File: config.mk
export PLATFORM = sky130hd
export DESIGN_NAME = layer2_frame_ctrl
export DESIGN_NICKNAME = d
export VERILOG_FILES = /design/src/rtl/layer2_frame_ctrl.sv
export SDC_FILE = /design/constraint.sdc
export NUM_CORES = 1
export LEC_CHECK = 0
export ABC_CLOCK_PERIOD_IN_PS = 1940
export BUFFER_PORTS_ARGS = -buffer_cell sky130_fd_sc_hd__buf_4
export CAP_MARGIN = 30
export CELL_PAD_IN_SITES_DETAIL_PLACEMENT = 0
export CELL_PAD_IN_SITES_GLOBAL_PLACEMENT = 1
export CORE_ASPECT_RATIO = 0.8
export CORE_MARGIN = 2
export CORE_UTILIZATION = 36
export DETAILED_ROUTE_END_ITERATION = 10
export PLACE_DENSITY_LB_ADDON = 0.1
export SYNTH_ARGS = -nofsm -noshare
export SYNTH_HDL_FRONTEND = slang
export SYNTH_SLANG_ARGS = --single-unit
export TNS_END_PERCENT = 5
File: constraint.sdc
create_clock -name clk -period 1.94 [get_ports clk]
set_clock_uncertainty 0.1 [all_clocks]
set_input_delay 0.097 -clock clk [delete_from_list [all_inputs] [get_ports clk]]
set_output_delay 0.097 -clock clk [all_outputs]
set_load 0.01 [all_outputs]
File: src/rtl/layer2_frame_ctrl.sv
// -----------------------------------------------------------------------------
// layer2_frame_ctrl
//
// Frame sequencer for the layer_2 conv stage (32 in-ch -> 64 out-ch).
// It gates an upstream pixel stream into layer_2 valid_in and counts the
// accepted input beats. It also counts valid_out_layer2 pulses and reports
// frame completion to the top-level scheduler. Data buses bypass this block
// and go straight from the source to layer_2; only control lives here.
//
// Optional feature: define L2_CTRL_TIMEOUT_EN to build a drain watchdog. When
// enabled, DRAIN aborts to DONE after DRAIN_TIMEOUT idle cycles and sets
// err_timeout. When not defined, err_timeout is tied to 0 and DRAIN waits
// indefinitely.
//
// Ports
//   clk           in   1      single clock, posedge
//   rst           in   1      asynchronous, active-high reset
//   start         in   1      begin one frame; only sampled in IDLE
//   src_valid     in   1      upstream pixel valid
//   src_ready     out  1      block accepts a pixel this cycle (FEED)
//   l2_valid_in   out  1      layer_2 valid_in (src_valid gated by FEED)
//   l2_valid_out  in   1      layer_2 valid_out_layer2
//   busy          out  1      state != IDLE
//   done          out  1      one-cycle pulse while in DONE
//   in_cnt        out  CNT_W  accepted input beats this frame
//   out_cnt       out  CNT_W  output pulses, saturating at OUT_PIXELS
//   err_extra     out  1      sticky: pulse seen with out_cnt == OUT_PIXELS
//   err_timeout   out  1      sticky: drain watchdog expired
// -----------------------------------------------------------------------------
module layer2_frame_ctrl #(
  parameter int unsigned FRAME_PIXELS  = 220,
  parameter int unsigned OUT_PIXELS    = 196,
  parameter int unsigned DRAIN_TIMEOUT = 1024,
  parameter int unsigned CNT_W         = 16
) (
  input  logic             clk,
  input  logic             rst,
  input  logic             start,
  input  logic             src_valid,
  output logic             src_ready,
  output logic             l2_valid_in,
  input  logic             l2_valid_out,
  output logic             busy,
  output logic             done,
  output logic [CNT_W-1:0] in_cnt,
  output logic [CNT_W-1:0] out_cnt,
  output logic             err_extra,
  output logic             err_timeout
);

  // Counters never wrap: every limit must fit in CNT_W bits and be non-zero.
  if (CNT_W < 1 || CNT_W > 32 ||
      FRAME_PIXELS == 0 || (FRAME_PIXELS >> CNT_W) != 0 ||
      OUT_PIXELS == 0 || (OUT_PIXELS >> CNT_W) != 0 ||
      DRAIN_TIMEOUT == 0 || (DRAIN_TIMEOUT >> CNT_W) != 0) begin : g_param_err
    $error("layer2_frame_ctrl: FRAME_PIXELS/OUT_PIXELS/DRAIN_TIMEOUT out of CNT_W range");
  end

  localparam logic [CNT_W-1:0] InLast  = CNT_W'(FRAME_PIXELS - 1);
  localparam logic [CNT_W-1:0] OutFull = CNT_W'(OUT_PIXELS);
  localparam logic [CNT_W-1:0] OutLast = CNT_W'(OUT_PIXELS - 1);
  localparam logic [CNT_W-1:0] CntOne  = CNT_W'(1);

  typedef enum logic [1:0] {
    StIdle,
    StFeed,
    StDrain,
    StDone
  } state_e;

  state_e           state_q, state_d;
  logic [CNT_W-1:0] in_cnt_q, in_cnt_d;
  logic [CNT_W-1:0] out_cnt_q, out_cnt_d;
  logic             err_extra_q, err_extra_d;

  logic beat;
  logic out_counting;
  logic out_full;
  logic out_last_hit;

  // Handshake outputs are decoded straight from the state register, so they
  // drop in the same cycle as an asynchronous reset.
  assign src_ready   = (state_q == StFeed);
  assign l2_valid_in = src_ready & src_valid;
  assign busy        = (state_q != StIdle);
  assign done        = (state_q == StDone);

  assign beat         = src_ready & src_valid;
  assign out_counting = (state_q == StFeed) || (state_q == StDrain);
  assign out_full     = (out_cnt_q == OutFull);
  assign out_last_hit = (out_cnt_q == OutLast) & l2_valid_out;

`ifdef L2_CTRL_TIMEOUT_EN
  logic [CNT_W-1:0] wdog_q, wdog_d;
  logic             err_timeout_q, err_timeout_d;
  logic             wdog_expire;

  localparam logic [CNT_W-1:0] WdogLast = CNT_W'(DRAIN_TIMEOUT - 1);

  // Counts consecutive DRAIN cycles without an output pulse.
  assign wdog_expire = (state_q == StDrain) && !l2_valid_out && (wdog_q == WdogLast);

  always_comb begin
    wdog_d = '0;
    if ((state_q == StDrain) && !l2_valid_out) begin
      wdog_d = wdog_q + CntOne;
    end
  end

  always_ff @(posedge clk or posedge rst) begin
    if (rst) begin
      wdog_q        <= '0;
      err_timeout_q <= 1'b0;
    end else begin
      wdog_q        <= wdog_d;
      err_timeout_q <= err_timeout_d;
    end
  end

  assign err_timeout = err_timeout_q;
`else
  assign err_timeout = 1'b0;
`endif

  // Next-state and counter logic.
  always_comb begin
    state_d     = state_q;
    in_cnt_d    = in_cnt_q;
    out_cnt_d   = out_cnt_q;
    err_extra_d = err_extra_q;
`ifdef L2_CTRL_TIMEOUT_EN
    err_timeout_d = err_timeout_q;
`endif

    // Output pulses count in FEED and DRAIN only; out_cnt saturates and any
    // surplus pulse is flagged instead.
    if (out_counting && l2_valid_out) begin
      if (out_full) begin
        err_extra_d = 1'b1;
      end else begin
        out_cnt_d = out_cnt_q + CntOne;
      end
    end

    unique case (state_q)
      StIdle: begin
        if (start) begin
          state_d     = StFeed;
          in_cnt_d    = '0;
          out_cnt_d   = '0;
          err_extra_d = 1'b0;
`ifdef L2_CTRL_TIMEOUT_EN
          err_timeout_d = 1'b0;
`endif
        end
      end
      StFeed: begin
        if (beat) begin
          in_cnt_d = in_cnt_q + CntOne;
          if (in_cnt_q == InLast) begin
            state_d = StDrain;
          end
        end
      end
      StDrain: begin
        if (out_full || out_last_hit) begin
          state_d = StDone;
        end
`ifdef L2_CTRL_TIMEOUT_EN
        else if (wdog_expire) begin
          state_d       = StDone;
          err_timeout_d = 1'b1;
        end
`endif
      end
      StDone: begin
        state_d = StIdle;
      end
      default: begin
        state_d = StIdle;
      end
    endcase
  end

  always_ff @(posedge clk or posedge rst) begin
    if (rst) begin
      state_q     <= StIdle;
      in_cnt_q    <= '0;
      out_cnt_q   <= '0;
      err_extra_q <= 1'b0;
    end else begin
      state_q     <= state_d;
      in_cnt_q    <= in_cnt_d;
      out_cnt_q   <= out_cnt_d;
      err_extra_q <= err_extra_d;
    end
  end

  assign in_cnt    = in_cnt_q;
  assign out_cnt   = out_cnt_q;
  assign err_extra = err_extra_q;

endmodule
==> impl_metrics.py, run 1 <==
metrics = {
    "drt": {
        "route.vias.total": 1825,
        "detail_route.wl_per_cell_um": 14.5,
        "routed_wl_mm": 5.23,
        "first_iter_violations": 88,
        "drt_pass1_iterations": 8,
        "avgViaCountPerCell": 5.06,
        "remaining_antenna_violation_count": 0,
        "remaining_drc_errors": 4,
    },
    "sta": {
        "max_slew_headroom": 0.616,
        "setup_violations": 2,
        "final_hold_viol_count": 0,
        "holdWs_ps": 24.8,
        "grt_setup_unrepaired": "true",
        "fin_tns_setup_ps": -73.7,
        "finalWorstSetupSlack_ps": -67.6,
        "worst_pin_slew_ps": 577,
        "final.min_clock_period_ps": 2010,
        "final.period_utilization": 1.03,
        "highest_clock_frequency_the_design_can_meet_mhz": 498,
        "slew_viol_final": 0,
    },
    "finish": {
        "finalNetCount": 311,
        "area_growth_syn_to_layout_pct": 45.9,
        "drive_gt1_frac": 0.358,
        "diodes": 0,
        "final_util": 0.552,
    },
    "synthesis": {
        "synth_cell_type_count": 37,
        "post_synthesis_cell_area_sq_mm": 0.00193,
        "synthesis.nets": 222,
        "seq_area_frac_synth": 0.455,
        "async_reset_ff_frac": 1.00,
        "synthDominantCellAreaShare": 0.455,
        "syn-mean-instance-area_sq_um": 9.21,
        "yosysWarningCount": 0,
        "syn-instance-count": 209,
        "postSynthRegisterBits": 35,
        "synth_area_leader_cell": "sky130_fd_sc_hd__dfrtp_1",
        "synthTopCellsByArea": "sky130_fd_sc_hd__dfrtp_1, sky130_fd_sc_hd__xor2_1, sky130_fd_sc_hd__nor2_1",
        "synth-main-ff-cell": "sky130_fd_sc_hd__dfrtp_1",
        "synth_edf_count": 0,
    },
    "worst_hold_path": {
        "startpoint_of_the_worst_hold_path": "l2_valid_out",
        "hold_path_class": "in -> reg",
        "timing.hold.worst_endpoint": "err_extra",
        "hold-path-cell-count": 3,
    },
    "cts": {
        "cts-root-to-sink-buffers": 2,
        "clock_sink_count": 35,
        "h-tree-depth": 2,
        "clock_latency_ps": 300,
        "tritoncts": "done",
        "clock-root-buffer": "sky130_fd_sc_hd__clkbuf_8",
        "cts_inserted_buffers": 5,
        "clkTransAtPathRegs_ps": 70,
    },
    "die": {
        "floorplan.die_area_sq_mm": 0.00595,
        "core-area_sq_mm": 0.00509,
        "dieHeight_um": 69.4,
        "row_count": 23,
        "design.portCount": 43,
        "die_w_um": 85.8,
        "start_util": 0.378,
    },
    "global_routing": {
        "number_of_global_route_vias_before_repair": 1827,
        "globalRouteTotalUtil": 0.187,
        "grt_use_met3": 0.0381,
        "grt-ovfl-total": 0,
        "grt_use_met2": 0.249,
        "grt.met1_usage": 0.293,
        "grt_max_degree": 36,
        "grt_first_pass_wirelength_mm": 8.75,
        "grt.busiest_layer": "met1",
        "antenna_found_initial": 0,
    },
    "placed_design": {
        "gp_routability_congestion": 0.765,
        "port_buffers": 41,
        "dpl.hpwl_mm": 3.85,
    },
    "worst_setup_path": {
        "timing.critical_path.depth": 5,
        "worstSetupPathType": "reg -> reg",
        "crit_chain": "or4_4 -> nor4_4 -> o21ai_2 -> a21oi_2 -> mux2_4",
        "reg2reg_from": "in_cnt[15]",
        "ff2ff_setup_slack_ps": -70,
        "family_with_the_most_delay_on_the_worst_path": "simple AND/OR/NAND/NOR gates",
        "critical_path_peak_fanout": 2,
        "critical_path.slowest_cell": "sky130_fd_sc_hd__or4_4",
        "crit_path_start_kind": "flop",
        "crit_buf_inv": 0,
        "cpPeakStageDelay_ps": 560,
        "arrival_time_worst_endpoint_ps": 2100,
        "cell_depth_of_the_worst_flop_to_flop_path": 5,
        "required_worst_endpoint_ps": 2030,
        "reg2reg_to": "state_q[1]",
        "endpoint_kind": "flop",
    },
    "run_status": {
        "outcome": "complete, but fails checks",
        "failed_checks": "design-rule violations, negative setup slack",
    },
    "power": {
        "vdd_drop_max_mv": 0.580,
        "leakage_power_total_nw": 1.40,
        "power-per-cell-area_mw_per_mm2": 911,
    },
    "run": {
        "drv.max_cap_violation_count": 0,
    },
}
[cell usage after synthesis (4+ instances only)]
cell,instances
sky130_fd_sc_hd__ha_1,8
sky130_fd_sc_hd__o21ai_0,10
sky130_fd_sc_hd__nor4_1,8
sky130_fd_sc_hd__and3_1,5
sky130_fd_sc_hd__nand3_1,10
sky130_fd_sc_hd__or3_1,5
sky130_fd_sc_hd__xnor2_1,8
sky130_fd_sc_hd__inv_1,9
sky130_fd_sc_hd__xor2_1,13
sky130_fd_sc_hd__dfrtp_1,35
sky130_fd_sc_hd__a21oi_1,6
sky130_fd_sc_hd__nand4_1,11
sky130_fd_sc_hd__nand2_1,17
sky130_fd_sc_hd__nor2_1,28
sky130_fd_sc_hd__and2_1,4
[state kept, by name, indices dropped and copies added (netlist names)]
name,count
in_cnt,16
err_extra,1
out_cnt,16
state_q,2
[placed cells by master (no fill, tap or decap), drive strengths merged, types with 2 or more instances in the layout]
cell type  instances
dfrtp             35
nor4               8
nand2b             2
and4               2
xor2              13
nor3               3
clkbuf             7
o21ai             11
buf               86
a21oi              7
inv                9
a31oi              3
xnor2              8
ha                 8
and3               5
nand3             10
nand4             11
and2               4
or3                5
mux2               2
nor2              28
nand2             17
or4                3
[worst register-to-register path, cell delays in order (launching register included)]
cell and delay (ps):
sky130_fd_sc_hd__dfrtp_1 380, sky130_fd_sc_hd__or4_4 560, sky130_fd_sc_hd__nor4_4 290, sky130_fd_sc_hd__o21ai_2 100
sky130_fd_sc_hd__a21oi_2 170, sky130_fd_sc_hd__mux2_4 310
[where the power goes]
part | internal [W] | switching (W) | total, W
combinational | 0.000584 | 0.000579 | 0.00116
clock | 0.000252 | 0.000275 | 0.000527
sequential | 0.000809 | 0.0000590 | 0.000868
[worst max-delay path by stage]
stage | slack [ps] | endpoint | start
4_1_cts | -80 | state_q[1] | in_cnt[12]
6_report | -70 | state_q[1] | in_cnt[15]
3_5_place_dp | -110 | state_q[1] | in_cnt[8]
5_1_grt | -160 | state_q[1] | in_cnt[15]
2_1_floorplan | -80 | state_q[1] | in_cnt[8]
3_3_place_gp | -30 | state_q[1] | in_cnt[8]
[cell type report]
cell class	count	area (sq um)
clock buffer	7	76.3
clock inverter	1	5.00
fill	505	2280
inverter	9	33.8
multi-input combinational	160	1080
sequential	35	876
tap	62	77.6
timing repair buffer	87	659
[per-stage QoR]
| step | std cells | cell area (sq um) | setup WS [ps] | total power (W) |
|---|---|---|---|---|
| after floorplan | 209 | 1930 | -80.1 | 0.00144 |
| after global placement | 349 | 2610 | -34.9 | 0.00197 |
| after CTS | 360 | 2760 | -78.4 | 0.00257 |
| final | 361 | 2810 | -67.6 | 0.00256 |
| after global routing | 361 | 2810 | -164 | 0.00276 |
| after detailed placement | 349 | 2610 | -114 | 0.00198 |
[logic make-up after synthesis]
kind of cell / synth area share
other: 0.00195
AO/OA/AOI/OAI: 0.0799
adder cells (fa/ha/maj): 0.0520
buffers and inverters: 0.0299
flip-flops: 0.455
multiplexers: 0.0169
AND/OR/NAND/NOR: 0.269
XOR/XNOR: 0.0955
[metal layers]
metal	vias up	routed length (um)
li1	912	-
met4	0	80
met2	46	2070
met5	-	0
met1	859	2820
met3	8	253
[timing repair]
action,CTS,global route
pin swaps,4,6
buffers inserted,2,1
endpoints found under the setup margin,4,23
gates cloned,0,0
endpoints found under the hold margin,35,0
gates resized for setup,8,8
hold buffers,1,0
Power figures use the tool's default switching activity.
==> inputs of run 2 (changes only) <==
--- a/config.mk
+++ b/config.mk
@@ -11,10 +11,11 @@
 export CELL_PAD_IN_SITES_DETAIL_PLACEMENT = 0
 export CELL_PAD_IN_SITES_GLOBAL_PLACEMENT = 1
 export CORE_ASPECT_RATIO = 0.8
-export CORE_MARGIN = 2
+export CORE_MARGIN = 3
 export CORE_UTILIZATION = 36
 export DETAILED_ROUTE_END_ITERATION = 10
 export PLACE_DENSITY_LB_ADDON = 0.1
+export RECOVER_POWER = 100
 export SYNTH_ARGS = -nofsm -noshare
 export SYNTH_HDL_FRONTEND = slang
 export SYNTH_SLANG_ARGS = --single-unit
==> run 2 against run 1 <==
Net effect: the flow finishes with violations (negative setup slack); first-iteration DRC count shrank 4.5%; clock power shrank 2%; power decreased by 0.46%; combinational power about the same; count of clock-buffer cells in the layout did not move; critical path type unchanged; hold slack got worse by 1.4 ps; largest power group unchanged; register-to-register slack about the same; sequential cell count unchanged.
==> impl_metrics.py, run 2 (same netlist as run 1, synthesis figures left out) <==
metrics = {
    "drt": {
        "routed_wl_mm": 5.18,
        "remaining_drc_errors": 0,
        "drt_pass1_iterations": 4,
        "remaining_antenna_violation_count": 0,
        "avgViaCountPerCell": 5.09,
        "route.vias.total": 1838,
        "detail_route.wl_per_cell_um": 14.3,
        "first_iter_violations": 84,
    },
    "placed_design": {
        "port_buffers": 41,
        "dpl.hpwl_mm": 3.74,
        "gp_routability_congestion": 0.795,
        "place_ws_ps": -81.6,
    },
    "worst_setup_path": {
        "crit_path_start_kind": "flop",
        "reg2reg_to": "state_q[1]",
        "required_worst_endpoint_ps": 2020,
        "ff2ff_setup_slack_ps": -80,
        "worstSetupPathType": "reg -> reg",
        "reg2reg_from": "in_cnt[11]",
        "arrival_time_worst_endpoint_ps": 2100,
        "critical_path_peak_fanout": 2,
        "endpoint_kind": "flop",
        "cell_depth_of_the_worst_flop_to_flop_path": 5,
    },
    "power": {
        "leakage_power_total_nw": 1.28,
        "vdd_drop_max_mv": 0.504,
        "power-per-cell-area_mw_per_mm2": 938,
        "post-layout-total-power_w": 0.00255,
    },
    "finish": {
        "area_growth_syn_to_layout_pct": 41.1,
        "fill_cells": 535,
        "layout.cells.most_common": "sky130_fd_sc_hd__buf_4",
        "diodes": 0,
        "finalNetCount": 311,
        "final_util": 0.533,
        "mostFrequentLayoutCells": "sky130_fd_sc_hd__buf_4, sky130_fd_sc_hd__clkbuf_1, sky130_fd_sc_hd__dfrtp_1",
        "drive_gt1_frac": 0.261,
    },
    "run": {
        "drv.max_cap_violation_count": 0,
    },
    "sta": {
        "setup_violations": 3,
        "final.period_utilization": 1.04,
        "max_slew_headroom": 0.388,
        "final_hold_viol_count": 0,
        "highest_clock_frequency_the_design_can_meet_mhz": 496,
        "grt_setup_unrepaired": "true",
        "finalWorstSetupSlack_ps": -77.9,
        "final.min_clock_period_ps": 2020,
        "fin_tns_setup_ps": -156,
        "slew_viol_final": 0,
        "holdWs_ps": 23.3,
        "worst_pin_slew_ps": 918,
    },
    "global_routing": {
        "antenna_found_initial": 0,
        "number_of_global_route_vias_before_repair": 1726,
        "grt_max_degree": 36,
        "globalRouteTotalUtil": 0.171,
        "grt_first_pass_wirelength_mm": 8.38,
        "grt-ovfl-total": 0,
    },
    "worst_hold_path": {
        "startpoint_of_the_worst_hold_path": "l2_valid_out",
        "hold-path-cell-count": 3,
        "hold_path_class": "in -> reg",
        "timing.hold.worst_endpoint": "err_extra",
    },
    "cts": {
        "clock_sink_count": 35,
        "clkTransAtPathRegs_ps": 70,
        "cts_inserted_buffers": 5,
        "tritoncts": "done",
        "clock-root-buffer": "sky130_fd_sc_hd__clkbuf_8",
        "cts-root-to-sink-buffers": 2,
        "clock_latency_ps": 290,
        "h-tree-depth": 2,
    },
    "die": {
        "floorplan.die_area_sq_mm": 0.00627,
        "design.portCount": 43,
        "core-area_sq_mm": 0.00509,
        "start_util": 0.378,
        "die_w_um": 87.8,
        "row_count": 23,
        "dieHeight_um": 71.4,
    },
    "run_status": {
        "failed_checks": "negative setup slack",
        "outcome": "complete, but fails checks",
    },
}
run 2: changes by cell type in the layout (fill, tap and decap cells not counted), moves of 2 or more:
cell                       delta
sky130_fd_sc_hd__inv_2        +2
sky130_fd_sc_hd__inv_1        -2
sky130_fd_sc_hd__buf_4       -36
sky130_fd_sc_hd__nor4_2       -2
sky130_fd_sc_hd__clkbuf_1    +34
sky130_fd_sc_hd__nor4_4       +2
run 2: layer usage:
layer  wire [um]  vias up  track usage
met5           0        -            0
met3         245        4       0.0391
met4          44        0       0.0409
li1            -      907            -
met1        2770      888        0.272
met2        2110       39        0.232
run 2: final cells by class:
type | instances | area, sq um | share of cell area
Clock buffer | 7 | 76.3 | 0.0281
Inverter | 9 | 33.8 | 0.0124
Timing Repair Buffer | 87 | 529 | 0.195
Sequential cell | 35 | 876 | 0.322
Multi-Input combinational cell | 160 | 1120 | 0.412
Tap cell | 62 | 77.6 | 0.0286
Clock inverter | 1 | 5.00 | 0.00184
run 2: worst max path at each step:
| stage | startpoint | slack, ps | end |
|---|---|---|---|
| floorplan | in_cnt[8] | -80 | state_q[1] |
| global placement | in_cnt[8] | -30 | state_q[1] |
| detailed placement | in_cnt[8] | -80 | state_q[1] |
| CTS | in_cnt[12] | -80 | state_q[1] |
| global route | in_cnt[11] | -130 | state_q[1] |
| finish | in_cnt[11] | -80 | state_q[1] |
run 2: critical path, cell delays in order, from the launching register on:
cell	delay, ps
sky130_fd_sc_hd__dfrtp_1	390
sky130_fd_sc_hd__or4_4	560
sky130_fd_sc_hd__nor4_4	300
sky130_fd_sc_hd__o21ai_2	100
sky130_fd_sc_hd__a21oi_2	150
sky130_fd_sc_hd__mux2_4	310
run 2: timing repair:
action	in CTS	in global routing
buffers inserted	2	1
resized for setup	5	19
hold endpoints to repair	35	0
hold buffers	1	0
setup endpoints to repair	4	24
pin swaps	4	10
run 2: stage by stage:
step                      instance area [sq um]  cells
after CTS                                  2740    360
after floorplan                            1930    209
after detailed placement                   2610    349
final                                      2720    361
after global placement                     2610    349
after global routing                       2720    361
run 2: where the power goes:
group	switching [W]	internal, W	leakage, nW	total (W)
sequential	0.0000629	0.000809	0.480	0.000872
clock	0.000265	0.000252	0.0422	0.000517
combinational	0.000592	0.000566	0.759	0.00116
